## config.mk

```make
export PLATFORM = sky130hd
export DESIGN_NAME = marv32_alu_issue
export DESIGN_NICKNAME = d
export VERILOG_FILES = /design/src/rtl/marv32_alu_issue.sv
export SDC_FILE = /design/constraint.sdc
export NUM_CORES = 1
export LEC_CHECK = 0
export CAP_MARGIN = 15
export CORE_MARGIN = 2
export CORE_UTILIZATION = 50
export DETAILED_ROUTE_END_ITERATION = 10
export GPL_ROUTABILITY_DRIVEN = 0
export PLACE_DENSITY = 0.86
export SYNTH_ARGS = -nofsm -noshare
export SYNTH_HDL_FRONTEND = slang
export SYNTH_SLANG_ARGS = --single-unit
```

## constraint.sdc

```tcl
create_clock -name clk_in -period 5.2 [get_ports clk_in]
set_input_delay 1.04 -clock clk_in [delete_from_list [all_inputs] [get_ports clk_in]]
set_output_delay 1.04 -clock clk_in [all_outputs]
set_load 0.005 [all_outputs]
```

## src/rtl/marv32_alu_issue.sv

```systemverilog
// marv32_alu_issue
//   ALU issue stage: decodes RV32 OP / OP-IMM instructions into ALU operands
//   and an ALU opcode, and buffers decoded items in a 2-entry skid buffer so
//   that in_ready_out is a pure register with no path from out_ready_in.
//
// Ports
//   clk_in, reset_in              clock, synchronous active-high reset
//   instr_in, in_valid_in         instruction word and upstream valid
//   in_ready_out                  stage can accept (low only when both entries full)
//   rs1_data_in, rs2_data_in      register-file data for instr[19:15] / instr[24:20]
//   wb_en_in, wb_rd_in,
//   wb_data_in                    writeback bus, used for operand forwarding
//   out_valid_out, out_ready_in   downstream handshake
//   op_1_out, op_2_out            ALU operands
//   opcode_out                    {sub/sra flag, funct3}
//   rd_out                        destination register
//   illegal_out                   item was not an OP / OP-IMM instruction
//
// Configuration
//   MARV32_ISSUE_FWD_EN           when defined, the writeback bus is forwarded into
//                                 rs1/rs2 at acceptance; otherwise wb_* is ignored.

module marv32_alu_issue (
    input  logic        clk_in,
    input  logic        reset_in,
    input  logic [31:0] instr_in,
    input  logic        in_valid_in,
    output logic        in_ready_out,
    input  logic [31:0] rs1_data_in,
    input  logic [31:0] rs2_data_in,
    input  logic        wb_en_in,
    input  logic [4:0]  wb_rd_in,
    input  logic [31:0] wb_data_in,
    output logic        out_valid_out,
    input  logic        out_ready_in,
    output logic [31:0] op_1_out,
    output logic [31:0] op_2_out,
    output logic [3:0]  opcode_out,
    output logic [4:0]  rd_out,
    output logic        illegal_out
);

    typedef enum logic [1:0] {
        EMPTY = 2'd0,
        ONE   = 2'd1,
        TWO   = 2'd2
    } state_t;

    typedef struct packed {
        logic        illegal;
        logic [3:0]  opcode;
        logic [31:0] op_1;
        logic [31:0] op_2;
        logic [4:0]  rd;
    } item_t;

    localparam logic [6:0] OPC_OP     = 7'b0110011;
    localparam logic [6:0] OPC_OP_IMM = 7'b0010011;

    state_t state;
    item_t  head;   // item currently presented
    item_t  skid;   // item caught while head was stalled
    item_t  dec;

    logic [6:0]  opc;
    logic [2:0]  funct3;
    logic [4:0]  rs1_idx;
    logic [4:0]  rs2_idx;
    logic [31:0] rs1_val;
    logic [31:0] rs2_val;
    logic        accept;
    logic        drain;

    assign opc     = instr_in[6:0];
    assign funct3  = instr_in[14:12];
    assign rs1_idx = instr_in[19:15];
    assign rs2_idx = instr_in[24:20];

    // Source operand selection; x0 always reads as zero, even over forwarding.
`ifdef MARV32_ISSUE_FWD_EN
    always_comb begin
        rs1_val = rs1_data_in;
        rs2_val = rs2_data_in;
        if (wb_en_in && (wb_rd_in != 5'd0) && (wb_rd_in == rs1_idx)) rs1_val = wb_data_in;
        if (wb_en_in && (wb_rd_in != 5'd0) && (wb_rd_in == rs2_idx)) rs2_val = wb_data_in;
        if (rs1_idx == 5'd0) rs1_val = '0;
        if (rs2_idx == 5'd0) rs2_val = '0;
    end
`else
    logic unused_wb;
    assign unused_wb = ^{wb_en_in, wb_rd_in, wb_data_in};

    always_comb begin
        rs1_val = (rs1_idx == 5'd0) ? '0 : rs1_data_in;
        rs2_val = (rs2_idx == 5'd0) ? '0 : rs2_data_in;
    end
`endif

    always_comb begin
        dec = '0;
        case (opc)
            OPC_OP: begin
                dec.op_1      = rs1_val;
                dec.op_2      = rs2_val;
                dec.opcode    = {((funct3 == 3'b000) || (funct3 == 3'b101)) ? instr_in[30] : 1'b0,
                                 funct3};
                dec.rd        = instr_in[11:7];
            end
            OPC_OP_IMM: begin
                dec.op_1      = rs1_val;
                // Shift-immediates carry only the 5-bit shamt; funct7 bits are not data.
                if ((funct3 == 3'b001) || (funct3 == 3'b101))
                    dec.op_2  = {27'b0, instr_in[24:20]};
                else
                    dec.op_2  = {{20{instr_in[31]}}, instr_in[31:20]};
                dec.opcode    = {(funct3 == 3'b101) ? instr_in[30] : 1'b0, funct3};
                dec.rd        = instr_in[11:7];
            end
            default: begin
                dec.illegal   = 1'b1;
            end
        endcase
    end

    assign accept = in_valid_in && in_ready_out;
    assign drain  = out_valid_out && out_ready_in;

    // Skid FSM. in_ready_out and out_valid_out are registered alongside the state
    // so neither handshake output has a combinational path from the other side.
    always_ff @(posedge clk_in) begin
        if (reset_in) begin
            state         <= EMPTY;
            head          <= '0;
            skid          <= '0;
            out_valid_out <= 1'b0;
            in_ready_out  <= 1'b1;
        end else begin
            case (state)
                EMPTY: begin
                    if (accept) begin
                        head          <= dec;
                        state         <= ONE;
                        out_valid_out <= 1'b1;
                    end
                end
                ONE: begin
                    if (accept && drain) begin
                        head <= dec;
                    end else if (accept) begin
                        skid         <= dec;
                        state        <= TWO;
                        in_ready_out <= 1'b0;
                    end else if (drain) begin
                        state         <= EMPTY;
                        out_valid_out <= 1'b0;
                    end
                end
                TWO: begin
                    if (drain) begin
                        head         <= skid;
                        state        <= ONE;
                        in_ready_out <= 1'b1;
                    end
                end
                default: begin
                    state         <= EMPTY;
                    out_valid_out <= 1'b0;
                    in_ready_out  <= 1'b1;
                end
            endcase
        end
    end

    assign op_1_out    = head.op_1;
    assign op_2_out    = head.op_2;
    assign opcode_out  = head.opcode;
    assign rd_out      = head.rd;
    assign illegal_out = head.illegal;

endmodule

```

**After elaboration in Yosys (flattened, before gate mapping)**

Cells that the tools add are included.

- Register bits: 152
- Output and inout bits: 76
- Bits in read-only memories: 0
- Memory bits (writable): 0
- Word-level logic and storage cells: 72
- Latch bits: 0
- Memories: 0

- Divide/modulo/power cells: 0
- Multipliers: 0
- $lt $le $gt $ge: 0
- Equality and inequality tests: 14
- Bitwise operators: 3
- Muxes and demuxes: 26
- Shifts and indexed selects: 0
- Add/subtract/negate cells: 0
- Reductions and logical operators: 16

Operator list:

| operator | count |
|---|---|
| 74-bit 2-to-1 mux | 3 |
| 74-bit case mux with 3 select lines | 1 |
| 73-bit case mux with 2 select lines | 1 |
| 32-bit 2-to-1 mux | 3 |
| 2-bit inequality test, second input constant | 7 |
| 4-bit AND reduction | 3 |
| 5-bit logical NOT | 2 |
| 1-bit 2-to-1 mux | 10 |
| 2-bit 2-to-1 mux | 5 |
| 7-bit by 5-bit equality test with 1-bit output, second input constant | 1 |
| 7-bit by 6-bit equality test with 1-bit output, second input constant | 1 |
| 1-bit case mux with 3 select lines | 2 |
| 2-bit case mux with 3 select lines | 1 |
| 5-bit AND reduction | 1 |
| 3-bit by 1-bit equality test with 1-bit output, second input constant | 1 |
| 3-bit equality test, second input constant | 1 |
| 1-bit logical AND | 3 |
| 3-bit logical NOT | 1 |
| 3-bit inequality test, second input constant | 1 |
| 1-bit NOT | 3 |
| 3-bit AND reduction | 1 |
| 3-bit nonzero test | 1 |
| 2-bit by 1-bit equality test with 1-bit output, second input constant | 1 |
| 2-bit equality test, second input constant | 1 |
| other kinds (3) | 4 |

**Depth between registers and ports, before layout**

Gate-level depths: netlist (run 1).

- Depth in word-level cells: 6
- Depth in mapped cells: 7
- Gate-level depth less buffers: 4

**Least setup slack after synthesis (run 1)**

No wires, ideal clock.

- Kind: input-to-reg
- From: in instr_in[3]
- To: reg skid[3] in the netlist's numbering
- Data arrival time: 2.302 ns
- Cell stages on the path: 5
- Library setup time: 0.065 ns
- Path slack: 2.832 ns
- Path buffers: 1
- Data required time: 5.135 ns
- Cell sequence: or2_1 -> nor4_4 -> buf_4 -> a22oi_1 -> nor2_1

- Cells in the longest elaborated chain, start to end: 2
- Elaborated cells between the ends (all ways): 3
- Those cells by class: eq/ne (2); mux (1)

RTL lines:

| what | line | text |
|---|---|---|
| start: declaration | 26 | `input logic [31:0] instr_in,` |
| 7-bit by 5-bit equality test with 1-bit output or 7-bit by 6-bit equality test with 1-bit output (tied branches) | 101 | `case (opc)` |
| 73-bit case mux with 2 select lines * | 101 |  |
| end signal: assignment | 134 | `skid <= '0;` |
| end signal: assignment | 150 | `skid <= dec;` |
| end: declaration | 62 | `item_t skid;` |

Every way passes the cells marked *; elsewhere a longest branch is shown, timed or not.
A chain may end at the register's enable or synchronous reset.

**Worst setup path in the final report (run 1)**

- From: in out_ready_in
- To: reg skid[1] in the netlist's numbering

- Cells in the longest elaborated chain, start to end: 4

RTL lines:

| what | line | text |
|---|---|---|
| start: declaration | 35 | `input logic out_ready_in,` |
| 1-bit logical AND | 126 | `assign drain = out_valid_out && out_ready_in;` |
| 1-bit logical AND | 147 | `if (accept && drain) begin` |
| 1-bit NOT (no line) | -- |  |
| 3-bit AND reduction (no line) | -- |  |

Every way passes these cells.

==> results.toml, run 1 <==
[run_status]
status = "completed"

[setup_path]
start_kind = "input pin"
setup.worst_path.end_class = "flip-flop"
critPathKind = "in -> reg"
required_ns = 5.48
cp.arrival_ns = 3.15
worstPathMaxFanout = 51

[die]
die_x_um = 118
initial_core_util_pct = 51.3
die_h_um = 118
core_um2 = 12600
die_area_um2 = 13900
io_pins = 214
placementRows = 41

[synth]
synth-edff-count = 0
ys_seq_elements = 152
synth_flop_cell = "dfxtp_1"
synth.most_common_cell = "dfxtp_1"
yosysTopAreaCellShare_pct = 47.0
yosys_warnings = 0
syn_avg_cell_area_um2 = 8.68
ys_types = 42
seq_area_frac_synth_pct = 47.0
netlist_area_um2 = 6480
synth.net_count = 884
async_flop_share_pct = 0
netlist_instances = 746
synthTopCellsByCount = "dfxtp_1, nor2_1, a21oi_1, a32oi_1, a211oi_1"
post-synth-top-area-cell = "dfxtp_1"
synthTopCellsByArea = "dfxtp_1, a32oi_1, a211oi_1"

[clocking]
clk_path_buf_depth = 2
clock_latency_ns = 0.42
htree_levels = 4
path_clk_slew_ns = 0.06
cts-resized-gates = 0
cts_tree = "built"
cts_buffers = 17
clock-root-buffer = "clkbuf_16"
post_cts_buffers = 0
holdBufCountCts = 0
clock-sinks = 152

[global_route]
overflow = 0
grt_max_degree = 74
grt_pass1_wl_mm = 29.5
track_usage_pct = 25.9
grt_antenna_before_repair = 0
grt_pass1_vias = 5700

[pwr]
p_per_area_nw_per_um2 = 350
ir_worst_vdd_mv = 0.229
leakagePower_nw = 3.02

[sta]
slew_headroom_pct = 43.0
skew_ns = 0.00775
post-route-min-period_ns = 2.87
finalHoldViolCount = 0
rsz0062_at_grt = "no"
worstMarginPinSlew_ns = 0.853
setup_viol = 0
period_share_pct = 55.1
slew_violations = 0
fin_tns_setup_ns = 0
clock.fmax_mhz = 349

[drt]
drt_iter0_drc = 708
dr_total_vias = 6279
drc = 0
final_antenna_net_count = 0
drt-pass1-iter-count = 8
via_per_inst = 5.92
wl_per_cell_um = 17.1
routed_wl_mm = 18.2

[finish]
final_area_um2 = 8880
nNetsFinal = 1014
nFillCells = 1000
drive_gt1_share_pct = 6.64
syn2layout_area_growth_pct = 37.1
antenna_cells = 0

[place]
post-dp-hpwl_mm = 10.8
placed_area_um2 = 8220
io_buffers = 175

[worst_hold_path]
hp-class = "reg -> reg"

[flow_run]
maxCapViolCount = 0
[layer usage]
metal / vias to the layer above / share of wire (%) / track usage, %
met5: - / 0 / 0
li1: 3041 / - / -
met3: 33 / 7.5 / 5.81
met2: 278 / 48 / 41.4
met1: 2927 / 43 / 34.5
met4: 0 / 2.0 / 9.26
[critical path, stage by stage]
cell	delay, ns
clkdlybuf4s50_1	0.52
a21boi_1	0.39
nand2_2	0.37
buf_4	0.43
a22oi_1	0.28
nor2_1	0.06
[path summary, 6_finish.rpt]
path                                             from                     to  slack [ns]  depth (start not counted)
worst max-delay path                     out_ready_in   skid[1]$_SDFFE_PP0P_        2.33                          6
worst min-delay path            skid[26]$_SDFFE_PP0P_  skid[26]$_SDFFE_PP0P_        0.45                          2
worst max register to register  state[0]$_SDFFE_PP0P_   skid[1]$_SDFFE_PP0P_        2.83                          5
worst min register to register  skid[26]$_SDFFE_PP0P_  skid[26]$_SDFFE_PP0P_        0.45                          2
[final cells by class]
class | instances | area [um^2] | share of cell area [%]
Clock buffer | 22 | 494 | 5.57
Clock inverter | 9 | 120 | 1.35
Inverter | 1 | 3.75 | 0.0423
Multi-Input combinational cell | 514 | 3110 | 35.0
Sequential cell | 152 | 3040 | 34.3
Tap cell | 172 | 215 | 2.42
Timing Repair Buffer | 190 | 1890 | 21.3
[cells by family (layout without fill, tap and decap cells)]
family	Yosys count	after routing	synth area share (%)
buf+inv	80	222	5.66
flops	152	152	47.0
mux	4	4	0.618
compound gates	309	309	33.2
simple gates	201	201	13.5
[state kept, by name (all words and copies together) (netlist names)]
| signal | flops |
|---|---|
| illegal_out | 1 |
| in_ready_out | 1 |
| op_1_out | 32 |
| op_2_out | 32 |
| opcode_out | 4 |
| out_valid_out | 1 |
| rd_out | 5 |
| skid | 74 |
| state | 2 |
[report_power, final]
part	total, mW	switching, mW	internal (mW)
clock network	1.28	0.466	0.811
logic	0.546	0.262	0.284
registers	1.29	0.0474	1.24
[layout by cell type, fill, tap and decap left out, types with 2 or more instances in the layout]
cell,instances
nor3_1,14
nand2_2,2
a32oi_1,66
o21bai_1,2
a21oi_1,67
a22oi_1,12
a21boi_1,5
dfxtp_1,152
bufinv_16,3
mux2i_1,4
nor3b_1,7
a211oi_1,62
nand2b_1,3
buf_4,14
nand2_1,35
o21ai_0,27
o21ai_1,27
nand3b_1,2
clkbuf_8,5
clkbuf_16,17
clkinv_2,6
clkdlybuf4s50_1,174
a221oi_1,12
nand3_1,3
nor2_1,123
a21boi_0,23
[through the flow]
stage	hold WS [ns]	utilization, %	std cells	worst slack [ns]	power, mW
6_report	0.451	70.4	1060	2.33	3.11
3_5_place_dp	0.443	65.1	1027	1.93	1.85
2_1_floorplan	0.432	-	746	2.83	1.56
5_1_grt	0.466	70.4	1060	2.21	3.23
3_3_place_gp	0.439	65.1	1027	1.97	1.84
4_1_cts	0.451	70.0	1058	2.36	3.12
Power figures use the tool's default switching activity.
==> inputs of run 2 (changes only) <==
--- a/config.mk
+++ b/config.mk
@@ -7,10 +7,10 @@
 export LEC_CHECK = 0
 export CAP_MARGIN = 15
 export CORE_MARGIN = 2
-export CORE_UTILIZATION = 50
+export CORE_UTILIZATION = 42
 export DETAILED_ROUTE_END_ITERATION = 10
 export GPL_ROUTABILITY_DRIVEN = 0
-export PLACE_DENSITY = 0.86
+export PLACE_DENSITY = 0.77
 export SYNTH_ARGS = -nofsm -noshare
 export SYNTH_HDL_FRONTEND = slang
 export SYNTH_SLANG_ARGS = --single-unit
==> constraint.sdc (replaced) <==
create_clock -name clk_in -period 2.4 [get_ports clk_in]
set_input_delay 0.48 -clock clk_in [delete_from_list [all_inputs] [get_ports clk_in]]
set_output_delay 0.48 -clock clk_in [all_outputs]
set_load 0.005 [all_outputs]
==> results.toml, run 2 (synthesis gave the netlist of run 1 again) <==
[finish]
largest_register_ffs = 74
drive_gt1_share_pct = 7.46
nNetsFinal = 1023
antenna_cells = 0
regArea_um2 = 3040
nFillCells = 1363
layout_common_cells = "clkdlybuf4s50_1, dfxtp_1, nor2_1"
layout_commonest_cell = "clkdlybuf4s50_1"
multiInputGateArea_um2 = 3110
top_register = "skid"
syn2layout_area_growth_pct = 39.3

[sta]
slew_headroom_pct = 57.6
worstMarginPinSlew_ns = 0.636
rsz0062_at_grt = "no"
fin_tns_setup_ns = 0
slew_violations = 0
setup_viol = 0
finalHoldViolCount = 0
layout_setup_ws_ns = 0.435
period_share_pct = 81.9
post-route-min-period_ns = 1.97
clock.fmax_mhz = 509
skew_ns = 0.0101

[die]
core_um2 = 15100
placementRows = 45
initial_core_util_pct = 42.8
die_area_um2 = 16400
die_h_um = 128
die_x_um = 128
io_pins = 214

[setup_path]
r2r_end = "skid[14]$_SDFFE_PP0P_"
required_ns = 2.75
start_kind = "flip-flop"
cp.arrival_ns = 2.31
r2r-start = "state[0]$_SDFFE_PP0P_"
crit_family = "compound AO/OA/AOI/OAI gates"
reg2reg_setup_slack_ns = 0.43
crit_chain = "a21bo_2 > nor4_4 > buf_12 > o21ai_1 > a21oi_1"
setup.worst_path.end_class = "flip-flop"
max_stage_delay_ns = 0.61
cp_slowest_cell = "dfxtp_1"
worstPathMaxFanout = 73
critPathKind = "reg -> reg"
rr_worst_depth = 5
crit_buf_inv = 1

[clocking]
clock-sinks = 152
clk_path_buf_depth = 2
holdBufCountCts = 0
clock-root-buffer = "clkbuf_16"
cts-resized-gates = 0
htree_levels = 4
cts_tree = "built"
cts_buffers = 17
clock_latency_ns = 0.43
post_cts_buffers = 0
path_clk_slew_ns = 0.06

[pwr]
switching_power_mw = 1.74
p_sw_share_pct = 26.3
p_per_area_nw_per_um2 = 733
ir_worst_vdd_mv = 0.496
pwr-share-comb_pct = 18.5
leakagePower_nw = 3.06
power_frac_seq_pct = 42.2
power_mw = 6.61
p_clk_share_pct = 39.4
power.internal_mw = 4.87

[worst_hold_path]
hp-class = "reg -> reg"
worstHoldStart = "skid[25]$_SDFFE_PP0P_"
hold_depth = 2
hold_end = "skid[25]$_SDFFE_PP0P_"

[drt]
via_per_inst = 5.86
drc = 0
routed_wl_mm = 18.5
dr_total_vias = 6368
wl_per_cell_um = 17.0
final_antenna_net_count = 0
drt_iter0_drc = 549
drt-pass1-iter-count = 4

[global_route]
grt_pass1_wl_mm = 29.6
grt_pass1_vias = 5949
grt_antenna_before_repair = 1
overflow = 0
grt_max_degree = 74
track_usage_pct = 22.4

[place]
dp_slack_ns = 0.0590
post-dp-hpwl_mm = 11.2
io_buffers = 175

[run_status]
status = "completed"

[flow_run]
maxCapViolCount = 0
## run 2: how the worst max path moves through the flow
stage,start,endpoint,slack (ns),depth (start not counted)
global route,state[0]$_SDFFE_PP0P_,skid[15]$_SDFFE_PP0P_,0.26,5
finish,state[0]$_SDFFE_PP0P_,skid[14]$_SDFFE_PP0P_,0.43,5
floorplan,instr_in[3],skid[3]$_SDFFE_PP0P_,0.59,5
detailed placement,out_ready_in,op_2_out[12]$_SDFFE_PP0P_,0.06,6
global placement,instr_in[0],op_1_out[23]$_SDFFE_PP0P_,0.12,6
CTS,state[0]$_SDFFE_PP0P_,skid[27]$_SDFFE_PP0P_,0.42,5
## run 2: layout make-up
type,count,share of cell area [%]
clock buffers,23,5.41
clock inverters,9,0.998
inverters,1,0.0416
multi-input cells,514,34.5
flip-flops and latches,152,33.7
well taps,188,2.61
repair buffers,199,22.8
## run 2: layer usage
| layer | vias to the layer above | part of all wire, % | track usage (%) |
|---|---|---|---|
| met5 | - | 0.070 | 0 |
| met4 | 2 | 1.7 | 8.47 |
| li1 | 3070 | - | - |
| met1 | 3039 | 45 | 29.0 |
| met2 | 232 | 46 | 35.7 |
| met3 | 25 | 7.3 | 6.30 |
## run 2: power groups by stage
stage | sequential (mW) | combinational [mW] | clock (mW)
after global routing | 2.81 | 1.34 | 2.75
after CTS | 2.79 | 1.23 | 2.64
after floorplan | 2.83 | 0.541 | 0
after global placement | 2.84 | 1.21 | 0
final | 2.79 | 1.22 | 2.60
after detailed placement | 2.84 | 1.22 | 0
## run 2: per-stage QoR
step	instance area (um^2)	instances	hold WS (ns)	utilization [%]
after detailed placement	8450	1054	0.444	55.8
final	9020	1086	0.450	59.6
after floorplan	6480	746	0.432	-
after CTS	9020	1086	0.452	59.6
after global placement	8450	1054	0.439	55.8
after global routing	9020	1086	0.468	59.6
## run 2: tightest hold or removal path, delay by kind of cell (launching register included)
| kind | cells | cell delay (ns) |
|---|---|---|
| simple gates | 1 | 0.05 |
| compound gates | 1 | 0.05 |
| flops | 1 | 0.31 |
==> inputs of run 3 (changes only) <==
==> constraint.sdc (replaced) <==
create_clock -name clk_in -period 1.8 [get_ports clk_in]
set_input_delay 0.36 -clock clk_in [delete_from_list [all_inputs] [get_ports clk_in]]
set_output_delay 0.36 -clock clk_in [all_outputs]
set_load 0.005 [all_outputs]
==> results.toml, run 3 (synthesis gave the netlist of run 1 again) <==
[finish]
top_register = "skid"
final-instance-count-excl-fill = 1126
nNetsFinal = 1064
layout_commonest_cell = "clkdlybuf4s50_1"
drive_gt1_share_pct = 11.5
syn2layout_area_growth_pct = 45.4
layout_common_cells = "clkdlybuf4s50_1, dfxtp_1, nor2_1"
finish.utilization_pct = 62.2
largest_register_ffs = 74
nFillCells = 1244
antenna_cells = 0
final_area_um2 = 9420

[global_route]
grt_pass1_vias = 5802
grt_pass1_wl_mm = 29.0
grt_antenna_before_repair = 0
track_usage_pct = 22.1
overflow = 0
grt_max_degree = 50

[setup_path]
critPathKind = "reg -> out"
setup.worst_path.end_class = "output pin"
crit_chain = "buf_4 > clkdlybuf4s50_1"
cp.arrival_ns = 1.37
required_ns = 1.44
worstPathMaxFanout = 6
start_kind = "flip-flop"
cp_slowest_cell = "clkdlybuf4s50_1"
max_stage_delay_ns = 0.49

[pwr]
leakagePower_nw = 3.29
p_per_area_nw_per_um2 = 959
power_mw = 9.03
ir_worst_vdd_mv = 0.724

[sta]
period_share_pct = 95.9
post-route-min-period_ns = 1.73
clock.fmax_mhz = 579
slew_headroom_pct = 64.7
layout_setup_ws_ns = 0.0743
whs_ns = 0.386
rsz0062_at_grt = "no"
worstMarginPinSlew_ns = 0.530
finalHoldViolCount = 0
fin_tns_setup_ns = 0
setup_viol = 0
skew_ns = 0.00655
slew_violations = 0

[die]
die_area_um2 = 16400
core_um2 = 15100
die_h_um = 128
io_pins = 214
placementRows = 45
initial_core_util_pct = 42.8
die_x_um = 128

[run_status]
status = "completed"

[drt]
drt-pass1-iter-count = 5
wl_per_cell_um = 16.3
drc = 0
drt_iter0_drc = 420
routed_wl_mm = 18.4
via_per_inst = 5.68
dr_total_vias = 6394
final_antenna_net_count = 0

[clocking]
holdBufCountCts = 0
cts_buffers = 17
path_clk_slew_ns = 0.06
clock-sinks = 152
clock_latency_ns = 0.42
cts_tree = "built"
clock-root-buffer = "clkbuf_16"
clk_path_buf_depth = 2
htree_levels = 4

[place]
dpl.cell_count = 1094
io_buffers = 175
dp_slack_ns = -0.384
placed_area_um2 = 8810
post-dp-hpwl_mm = 12.2

[flow_run]
maxCapViolCount = 0

[worst_hold_path]
hp-class = "in -> reg"
-- run 3: changes by cell type in the layout (fill, tap and decap cells not counted) --
cell,previous run,this run
clkdlybuf4s50_1,174,173
clkinvlp_4,2,1
clkinv_4,2,1
bufinv_16,1,3
buf_6,0,1
clkinv_2,2,3
dlymetal6s2s_1,0,1
dfxtp_1,152,149
clkbuf_8,4,2
inv_6,2,0
buf_4,15,50
buf_12,10,15
clkbuf_1,2,4
dfxtp_2,0,3
-- run 3: layout make-up --
type / instances / area, um^2 / area share, %
Multi-Input combinational cell: 514 / 3110 / 33.0
Sequential cell: 152 / 3050 / 32.4
Timing Repair Buffer: 240 / 2430 / 25.8
Clock buffer: 23 / 468 / 4.97
Tap cell: 188 / 235 / 2.50
Clock inverter: 8 / 121 / 1.29
Inverter: 1 / 3.75 / 0.0399
-- run 3: report_power, final --
group | switching (mW) | internal, mW | leakage (nW)
clock | 1.34 | 2.24 | 0.287
combinational | 0.792 | 0.945 | 1.77
sequential | 0.128 | 3.58 | 1.24
-- run 3: path summary, 6_finish.rpt --
check                                   from  slack, ns  cells past startpoint                  endpoint
setup / recovery  out_valid_out$_SDFFE_PP0P_       0.07                      2             out_valid_out
hold / removal                      reset_in       0.39                      2     skid[53]$_SDFFE_PP0P_
hold reg to reg        skid[28]$_SDFFE_PP0P_       0.45                      2     skid[28]$_SDFFE_PP0P_
setup reg to reg       state[0]$_SDFFE_PP0P_       0.11                      7  illegal_out$_SDFFE_PP0P_
-- run 3: repair_timing --
item	CTS	global route
setup buffers	0	1
resized for setup	2	3
gates cloned	0	0
endpoints found under the setup margin	4	24
endpoints found under the hold margin	0	0
-- run 3: per-layer routing --
layer | wire length [um] | vias up | share of wire (%) | global-route usage (%)
met3 | 1000 | 23 | 5.4 | 3.88
li1 | - | 3147 | - | -
met1 | 8520 | 2993 | 46 | 30.2
met5 | 0 | - | 0 | 0
met4 | 279 | 0 | 1.5 | 7.43
met2 | 8610 | 231 | 47 | 35.3
-- run 3: critical path, delay by kind of cell, from the launching register on --
kind	cells	cell delay, ns
buffers and inverters	2	0.62
flip-flops	1	0.33
